$ cat src/rtl/cordic_pkg.sv
// Shared widths, scheduler FSM states and angle constants for the CORDIC
// rotation-core scheduler and its clients.
package cordic_pkg;

    localparam int DATA_W_DEF  = 16;
    localparam int ANGLE_W_DEF = 32;

    // Binary angle format: 2^32 counts per full turn.
    localparam logic [31:0] ANG_90  = 32'h4000_0000;
    localparam logic [31:0] ANG_M90 = 32'hC000_0000;

    typedef enum logic [1:0] {
        IDLE  = 2'd0,
        ISSUE = 2'd1,
        WAIT  = 2'd2,
        RESP  = 2'd3
    } sched_state_t;

endpackage

$ cat src/rtl/rr_arbiter.sv
// Round-robin arbiter: combinational grant search starting at the pointer,
// pointer moves past the last served requester when 'advance' pulses.
module rr_arbiter #(
    parameter int NUM_REQ = 4
) (
    input  logic                       clock,
    input  logic                       rst_n,
    input  logic [NUM_REQ-1:0]         req,
    input  logic                       advance,
    input  logic [$clog2(NUM_REQ)-1:0] last_idx,
    output logic [NUM_REQ-1:0]         grant,
    output logic [$clog2(NUM_REQ)-1:0] grant_idx,
    output logic                       grant_valid
);

    localparam int IDX_W = $clog2(NUM_REQ);
    localparam int SUM_W = IDX_W + 1;

    logic [IDX_W-1:0] ptr_q;
    logic [IDX_W-1:0] ptr_d;
    logic [SUM_W-1:0] scan_idx;
    logic             found;

    // Scan indices ptr, ptr+1, ... modulo NUM_REQ; the extra sum bit keeps
    // the wrap correct for non-power-of-2 requester counts.
    always_comb begin
        grant     = '0;
        grant_idx = '0;
        found     = 1'b0;
        scan_idx  = '0;
        for (int k = 0; k < NUM_REQ; k++) begin
            scan_idx = {1'b0, ptr_q} + SUM_W'(k);
            if (scan_idx >= SUM_W'(NUM_REQ)) begin
                scan_idx = scan_idx - SUM_W'(NUM_REQ);
            end
            if (!found && req[scan_idx[IDX_W-1:0]]) begin
                found                        = 1'b1;
                grant[scan_idx[IDX_W-1:0]]   = 1'b1;
                grant_idx                    = scan_idx[IDX_W-1:0];
            end
        end
    end

    assign grant_valid = found;

    always_comb begin
        ptr_d = ptr_q;
        if (advance) begin
            ptr_d = (last_idx == IDX_W'(NUM_REQ - 1)) ? '0 : last_idx + IDX_W'(1);
        end
    end

    always_ff @(posedge clock or negedge rst_n) begin
        if (!rst_n) begin
            ptr_q <= '0;
        end else begin
            ptr_q <= ptr_d;
        end
    end

endmodule

$ cat src/rtl/cordic_rr_scheduler.sv
// Shares one iterative CORDIC core between NUM_REQ requesters: round-robin
// grant, operand issue, bounded wait for core_done, backpressured response.
module cordic_rr_scheduler
    import cordic_pkg::*;
#(
    parameter int NUM_REQ     = 4,
    parameter int DATA_W      = DATA_W_DEF,
    parameter int ANGLE_W     = ANGLE_W_DEF,
    parameter int TIMEOUT_CYC = 64
) (
    input  logic                         clock,
    input  logic                         rst_n,
    input  logic [NUM_REQ-1:0]           req_valid,
    output logic [NUM_REQ-1:0]           req_ready,
    input  logic [NUM_REQ*DATA_W-1:0]    req_x,
    input  logic [NUM_REQ*DATA_W-1:0]    req_y,
    input  logic [NUM_REQ*ANGLE_W-1:0]   req_z,
    output logic                         core_start,
    output logic [DATA_W-1:0]            core_x,
    output logic [DATA_W-1:0]            core_y,
    output logic [ANGLE_W-1:0]           core_z,
    input  logic                         core_done,
    input  logic [DATA_W-1:0]            core_xo,
    input  logic [DATA_W-1:0]            core_yo,
    output logic                         rsp_valid,
    input  logic                         rsp_ready,
    output logic [$clog2(NUM_REQ)-1:0]   rsp_id,
    output logic [DATA_W-1:0]            rsp_x,
    output logic [DATA_W-1:0]            rsp_y,
    output logic                         rsp_err,
    output logic                         busy
);

    localparam int IDX_W = $clog2(NUM_REQ);
    localparam int CNT_W = $clog2(TIMEOUT_CYC + 1);

    sched_state_t       state_q, state_d;
    logic [IDX_W-1:0]   id_q, id_d;
    logic [CNT_W-1:0]   cnt_q, cnt_d;
    logic               core_start_q, core_start_d;
    logic [DATA_W-1:0]  core_x_q, core_x_d;
    logic [DATA_W-1:0]  core_y_q, core_y_d;
    logic [ANGLE_W-1:0] core_z_q, core_z_d;
    logic               rsp_valid_q, rsp_valid_d;
    logic [IDX_W-1:0]   rsp_id_q, rsp_id_d;
    logic [DATA_W-1:0]  rsp_x_q, rsp_x_d;
    logic [DATA_W-1:0]  rsp_y_q, rsp_y_d;
    logic               rsp_err_q, rsp_err_d;

    logic [NUM_REQ-1:0] grant;
    logic [IDX_W-1:0]   grant_idx;
    logic               grant_valid;
    logic               advance;
    logic [DATA_W-1:0]  sel_x;
    logic [DATA_W-1:0]  sel_y;
    logic [ANGLE_W-1:0] sel_z;

    rr_arbiter #(
        .NUM_REQ (NUM_REQ)
    ) u_arb (
        .clock       (clock),
        .rst_n       (rst_n),
        .req         (req_valid),
        .advance     (advance),
        .last_idx    (id_q),
        .grant       (grant),
        .grant_idx   (grant_idx),
        .grant_valid (grant_valid)
    );

    always_comb begin
        sel_x = '0;
        sel_y = '0;
        sel_z = '0;
        for (int i = 0; i < NUM_REQ; i++) begin
            if (grant_idx == IDX_W'(i)) begin
                sel_x = req_x[i*DATA_W +: DATA_W];
                sel_y = req_y[i*DATA_W +: DATA_W];
                sel_z = req_z[i*ANGLE_W +: ANGLE_W];
            end
        end
    end

    // The ISSUE cycle counts as the first elapsed cycle, so a timeout
    // response appears exactly TIMEOUT_CYC cycles after core_start.
    always_comb begin
        state_d      = state_q;
        id_d         = id_q;
        cnt_d        = cnt_q;
        core_start_d = 1'b0;
        core_x_d     = core_x_q;
        core_y_d     = core_y_q;
        core_z_d     = core_z_q;
        rsp_valid_d  = rsp_valid_q;
        rsp_id_d     = rsp_id_q;
        rsp_x_d      = rsp_x_q;
        rsp_y_d      = rsp_y_q;
        rsp_err_d    = rsp_err_q;
        advance      = 1'b0;
        case (state_q)
            IDLE: begin
                cnt_d = '0;
                if (grant_valid) begin
                    id_d         = grant_idx;
                    core_x_d     = sel_x;
                    core_y_d     = sel_y;
                    core_z_d     = sel_z;
                    core_start_d = 1'b1;
                    state_d      = ISSUE;
                end
            end
            ISSUE: begin
                cnt_d   = CNT_W'(1);
                state_d = WAIT;
            end
            WAIT: begin
                cnt_d = cnt_q + CNT_W'(1);
                if (core_done) begin
                    rsp_x_d     = core_xo;
                    rsp_y_d     = core_yo;
                    rsp_err_d   = 1'b0;
                    rsp_id_d    = id_q;
                    rsp_valid_d = 1'b1;
                    state_d     = RESP;
                end else if (cnt_d == CNT_W'(TIMEOUT_CYC)) begin
                    rsp_x_d     = '0;
                    rsp_y_d     = '0;
                    rsp_err_d   = 1'b1;
                    rsp_id_d    = id_q;
                    rsp_valid_d = 1'b1;
                    state_d     = RESP;
                end
            end
            RESP: begin
                if (rsp_ready) begin
                    rsp_valid_d = 1'b0;
                    advance     = 1'b1;
                    state_d     = IDLE;
                end
            end
            default: begin
                state_d = IDLE;
            end
        endcase
    end

    always_ff @(posedge clock or negedge rst_n) begin
        if (!rst_n) begin
            state_q      <= IDLE;
            id_q         <= '0;
            cnt_q        <= '0;
            core_start_q <= 1'b0;
            core_x_q     <= '0;
            core_y_q     <= '0;
            core_z_q     <= '0;
            rsp_valid_q  <= 1'b0;
            rsp_id_q     <= '0;
            rsp_x_q      <= '0;
            rsp_y_q      <= '0;
            rsp_err_q    <= 1'b0;
        end else begin
            state_q      <= state_d;
            id_q         <= id_d;
            cnt_q        <= cnt_d;
            core_start_q <= core_start_d;
            core_x_q     <= core_x_d;
            core_y_q     <= core_y_d;
            core_z_q     <= core_z_d;
            rsp_valid_q  <= rsp_valid_d;
            rsp_id_q     <= rsp_id_d;
            rsp_x_q      <= rsp_x_d;
            rsp_y_q      <= rsp_y_d;
            rsp_err_q    <= rsp_err_d;
        end
    end

    // Grants are only offered in IDLE, and never while reset is held.
    assign req_ready  = (state_q == IDLE && rst_n) ? grant : '0;
    assign busy       = (state_q != IDLE);
    assign core_start = core_start_q;
    assign core_x     = core_x_q;
    assign core_y     = core_y_q;
    assign core_z     = core_z_q;
    assign rsp_valid  = rsp_valid_q;
    assign rsp_id     = rsp_id_q;
    assign rsp_x      = rsp_x_q;
    assign rsp_y      = rsp_y_q;
    assign rsp_err    = rsp_err_q;

endmodule

$ cat config.mk
export PLATFORM = sky130hd
export DESIGN_NAME = cordic_rr_scheduler
export DESIGN_NICKNAME = d
export VERILOG_FILES = /design/src/rtl/cordic_pkg.sv /design/src/rtl/rr_arbiter.sv /design/src/rtl/cordic_rr_scheduler.sv
export SDC_FILE = /design/constraint.sdc
export NUM_CORES = 1
export LEC_CHECK = 0
export CAP_MARGIN = 20
export CELL_PAD_IN_SITES_DETAIL_PLACEMENT = 2
export CELL_PAD_IN_SITES_GLOBAL_PLACEMENT = 2
export CORE_UTILIZATION = 24
export DETAILED_ROUTE_END_ITERATION = 10
export PLACE_DENSITY_LB_ADDON = 0.1
export RECOVER_POWER = 25
export SYNTH_ARGS = -nofsm -noshare
export SYNTH_HDL_FRONTEND = slang
export SYNTH_SLANG_ARGS = --single-unit
$ cat constraint.sdc
create_clock -name clock -period 4.5 [get_ports clock]
set_input_delay 0.9 -clock clock [delete_from_list [all_inputs] [get_ports clock]]
set_output_delay 0.9 -clock clock [all_outputs]
set_load 0.005 [all_outputs]
==> run summary <==
Clock Tree Buf Depth -> 2
Area leader, netlist -> dfrtp_1
Htree depth -> 4
Fin. max-slew vios -> 115
P per Cell Area -> 675 nW/um2
Static Leak -> 5.14 nW
Io pins -> 402
R2R cell count -> 11
Number of max-cap violations -> 2
Slowest stage cell, crit path -> clkdlybuf4s50_1
Count of final setup violators -> 0
Layout Cells excl Fill -> 1732
Kind of cell adding the most delay to the critical path -> buffers and inverters
PostCTS Resize Cnt -> 0
Initial drt markers -> 323
Row count -> 68
GRT Residual Overflow -> 0
First drt pass iteration count -> 4
Worst Path Buf+Inv -> 3
HPWL after DPL -> 29600 um
GRT Resource Usage Total -> 0.230
Mean Syn Cell Area -> 9.43 um2
Layout area overhead -> 59.2%
Vias in the first global route -> 10200
Final clock skew -> 0.0123 ns
Post-synth top area share -> 0.338
Setup crit end kind -> output pin
DRT antenna net count -> 0
Worst-Skew Late Latency -> 0.43 ns
Post-Route Setup TNS -> 0 ns
Initial core utilization -> 0.244
Post-Synthesis Cells -> 895
YS warnings -> 0
Final period util -> 0.941
CTS tree -> built
RSZ-0062 raised after global routing -> false
Main flop type after synthesis -> dfrtp_1
Antenna violations before repair -> 12
Register area share after synthesis -> 0.338
Largest net degree at the start of global routing -> 69
Fin nets -> 1565
Via-to-Cell Ratio -> 5.37
Min cycle time layout -> 4.23 ns
Share of layout cells above drive strength 1 -> 0.120
WS Path Type -> flop to output pin
Failing checks -> max-capacitance violations, max-slew violations
Final hold violation count -> 0
Maximum VDD drop -> 0.422 mV
Num CTS Buffers -> 17
DR vias -> 9300
Synthesized cell area -> 8440 um2
Top area cells in the synthesized netlist -> dfrtp_1 (34%), a22o_1 (10%), mux2_2 (9.6%)
Type of the worst min-delay path -> input pin to asynchronous set/reset pin
Clock root cell -> clkbuf_16
Die Span Y -> 190 um
Total Wirelength -> 41700 um
First-pass GRT wire length -> 62600 um
Reg-to-reg endpoint -> core_x[12]$_DFFE_PN0P_
RR Startpoint -> u_arb.ptr_q[0]$_DFFE_PN0P_
Post-CTS Hold Fix Bufs -> 0
Max FO, Critical Path -> 9
Fraction of registers with async set/reset -> 1.00
Critical Path, Cell by Cell -> clkinv_1 -> buf_4 -> ha_2 -> mux2i_1 -> mux2_2 -> and2_1 -> a221o_1 -> o21ai_0 -> a21oi_1 -> clkdlybuf4s50_1
Rel. slew slack -> -0.123
Synthesized flop and latch total -> 114
Status -> complete, but fails checks
CTS Sinks -> 114
Least-Margin Pin Slew -> 1.68 ns
Total power draw -> 9.08 mW
WL/cell -> 24.1 um
EDFF count, synth -> 0
CORE AREA -> 34500 um2
Yosys cell types -> 45
Net Count, Synth -> 1206
GPL Wtd Cong -> 0.789
DRC errors left -> 0
Worst R2R Setup Slack -> 1.23 ns
IO buf count -> 401
Crit path DAT -> 3.33 ns
Die width -> 190 um
Postcts setup bufs -> 0
Crit-path max cell delay -> 0.52 ns
Max Clk Rate -> 236 MHz
Die Area -> 35900 um2
Clock-pin transition on the worst setup and hold timing paths -> 0.06 ns
CP required -> 3.60 ns
Crit start category -> flop
DP Cell Count -> 1690
## worst max path at each step
stage / slack (ns) / end / startpoint / cells past startpoint
global placement: 0.37 / req_ready[3] / req_valid[2] / 7
global route: 0.04 / req_ready[0] / u_arb.ptr_q[0]$_DFFE_PN0P_ / 10
CTS: 0.17 / req_ready[1] / u_arb.ptr_q[0]$_DFFE_PN0P_ / 10
detailed placement: 0.29 / req_ready[2] / req_valid[0] / 6
floorplan: 1.07 / req_ready[0] / u_arb.ptr_q[0]$_DFFE_PN0P_ / 11
finish: 0.27 / req_ready[1] / u_arb.ptr_q[0]$_DFFE_PN0P_ / 10
## area by class of cell
class                      instances  area (um2)
clock inverter                    15         170
fill                            3775       21100
clock buffer                      17         425
antenna                           10        25.0
multi-input combinational        680        5040
timing repair buffer             429        4310
inverter                          12        45.0
tap                              455         569
sequential                       114        2850
## power breakdown
group | switching [mW] | internal, mW
Combinational | 3.02 | 2.83
Sequential | 0.291 | 1.51
Clock | 0.598 | 0.832
## stage by stage
step / setup slack (ns) / cell area (um2) / util / hold WS, ns
after floorplan: 1.07 / 8440 / - / 0.468
after global placement: 0.367 / 12800 / 0.371 / 0.487
after detailed placement: 0.287 / 12800 / 0.371 / 0.493
after CTS: 0.171 / 13400 / 0.388 / 0.258
after global routing: 0.0380 / 13400 / 0.389 / 0.366
final: 0.267 / 13400 / 0.389 / 0.373
## layer usage
metal | up-vias | share of wire | track usage
met5 | - | 0.00053 | 0
met4 | 4 | 0.024 | 0.0856
met3 | 58 | 0.071 | 0.0715
met2 | 315 | 0.48 | 0.391
met1 | 4692 | 0.42 | 0.270
li1 | 4231 | - | -
## cell usage in the layout (no fill, tap or decap), drive strengths merged, types with 20 or more instances in the layout
cell type	count
a22o	97
buf	26
nand2	20
o211ai	64
dfrtp	114
mux2	72
nor2	140
or3	65
a221oi	64
a22oi	64
clkdlybuf4s50	399
clkbuf	20
## sequential cells by signal, summed over array words and instances, names as in the netlist
name / flops
rsp_x: 16
cnt_q: 7
core_start: 1
core_x: 16
core_y: 16
rsp_id: 2
id_q: 2
state_q: 2
rsp_valid: 1
core_z: 32
rsp_y: 16
rsp_err: 1
u_arb.ptr_q: 2
## cells by family after synthesis
logic type / Yosys count / synth area share
AO/OA/AOI/OAI: 334 / 0.321
AND/OR/NAND/NOR: 248 / 0.137
flip-flops: 114 / 0.338
buffers and inverters: 101 / 0.0709
multiplexers: 81 / 0.108
adder cells (fa/ha/maj): 15 / 0.0222
XOR/XNOR: 2 / 0.00208
## worst reg2reg max path: cells and delay by family (launching register included)
family,cells,cell delay [ns]
buf+inv,4,0.86
mux,3,0.96
compound gates,3,0.49
fa+ha+maj,1,0.44
flops,1,0.39
## cell usage after synthesis, types with 7 or more instances
master	instances
a22oi_1	64
o21ai_0	17
dfrtp_1	114
ha_1	15
a22o_1	97
buf_2	13
a21oi_1	8
or3_1	65
a221oi_1	64
nor2_1	140
mux2i_1	8
mux2_2	72
buf_6	23
buf_4	8
inv_1	11
o211ai_2	7
clkbuf_1	42
o211ai_1	57
nand2_1	20
(Power assumes the default switching activity.)
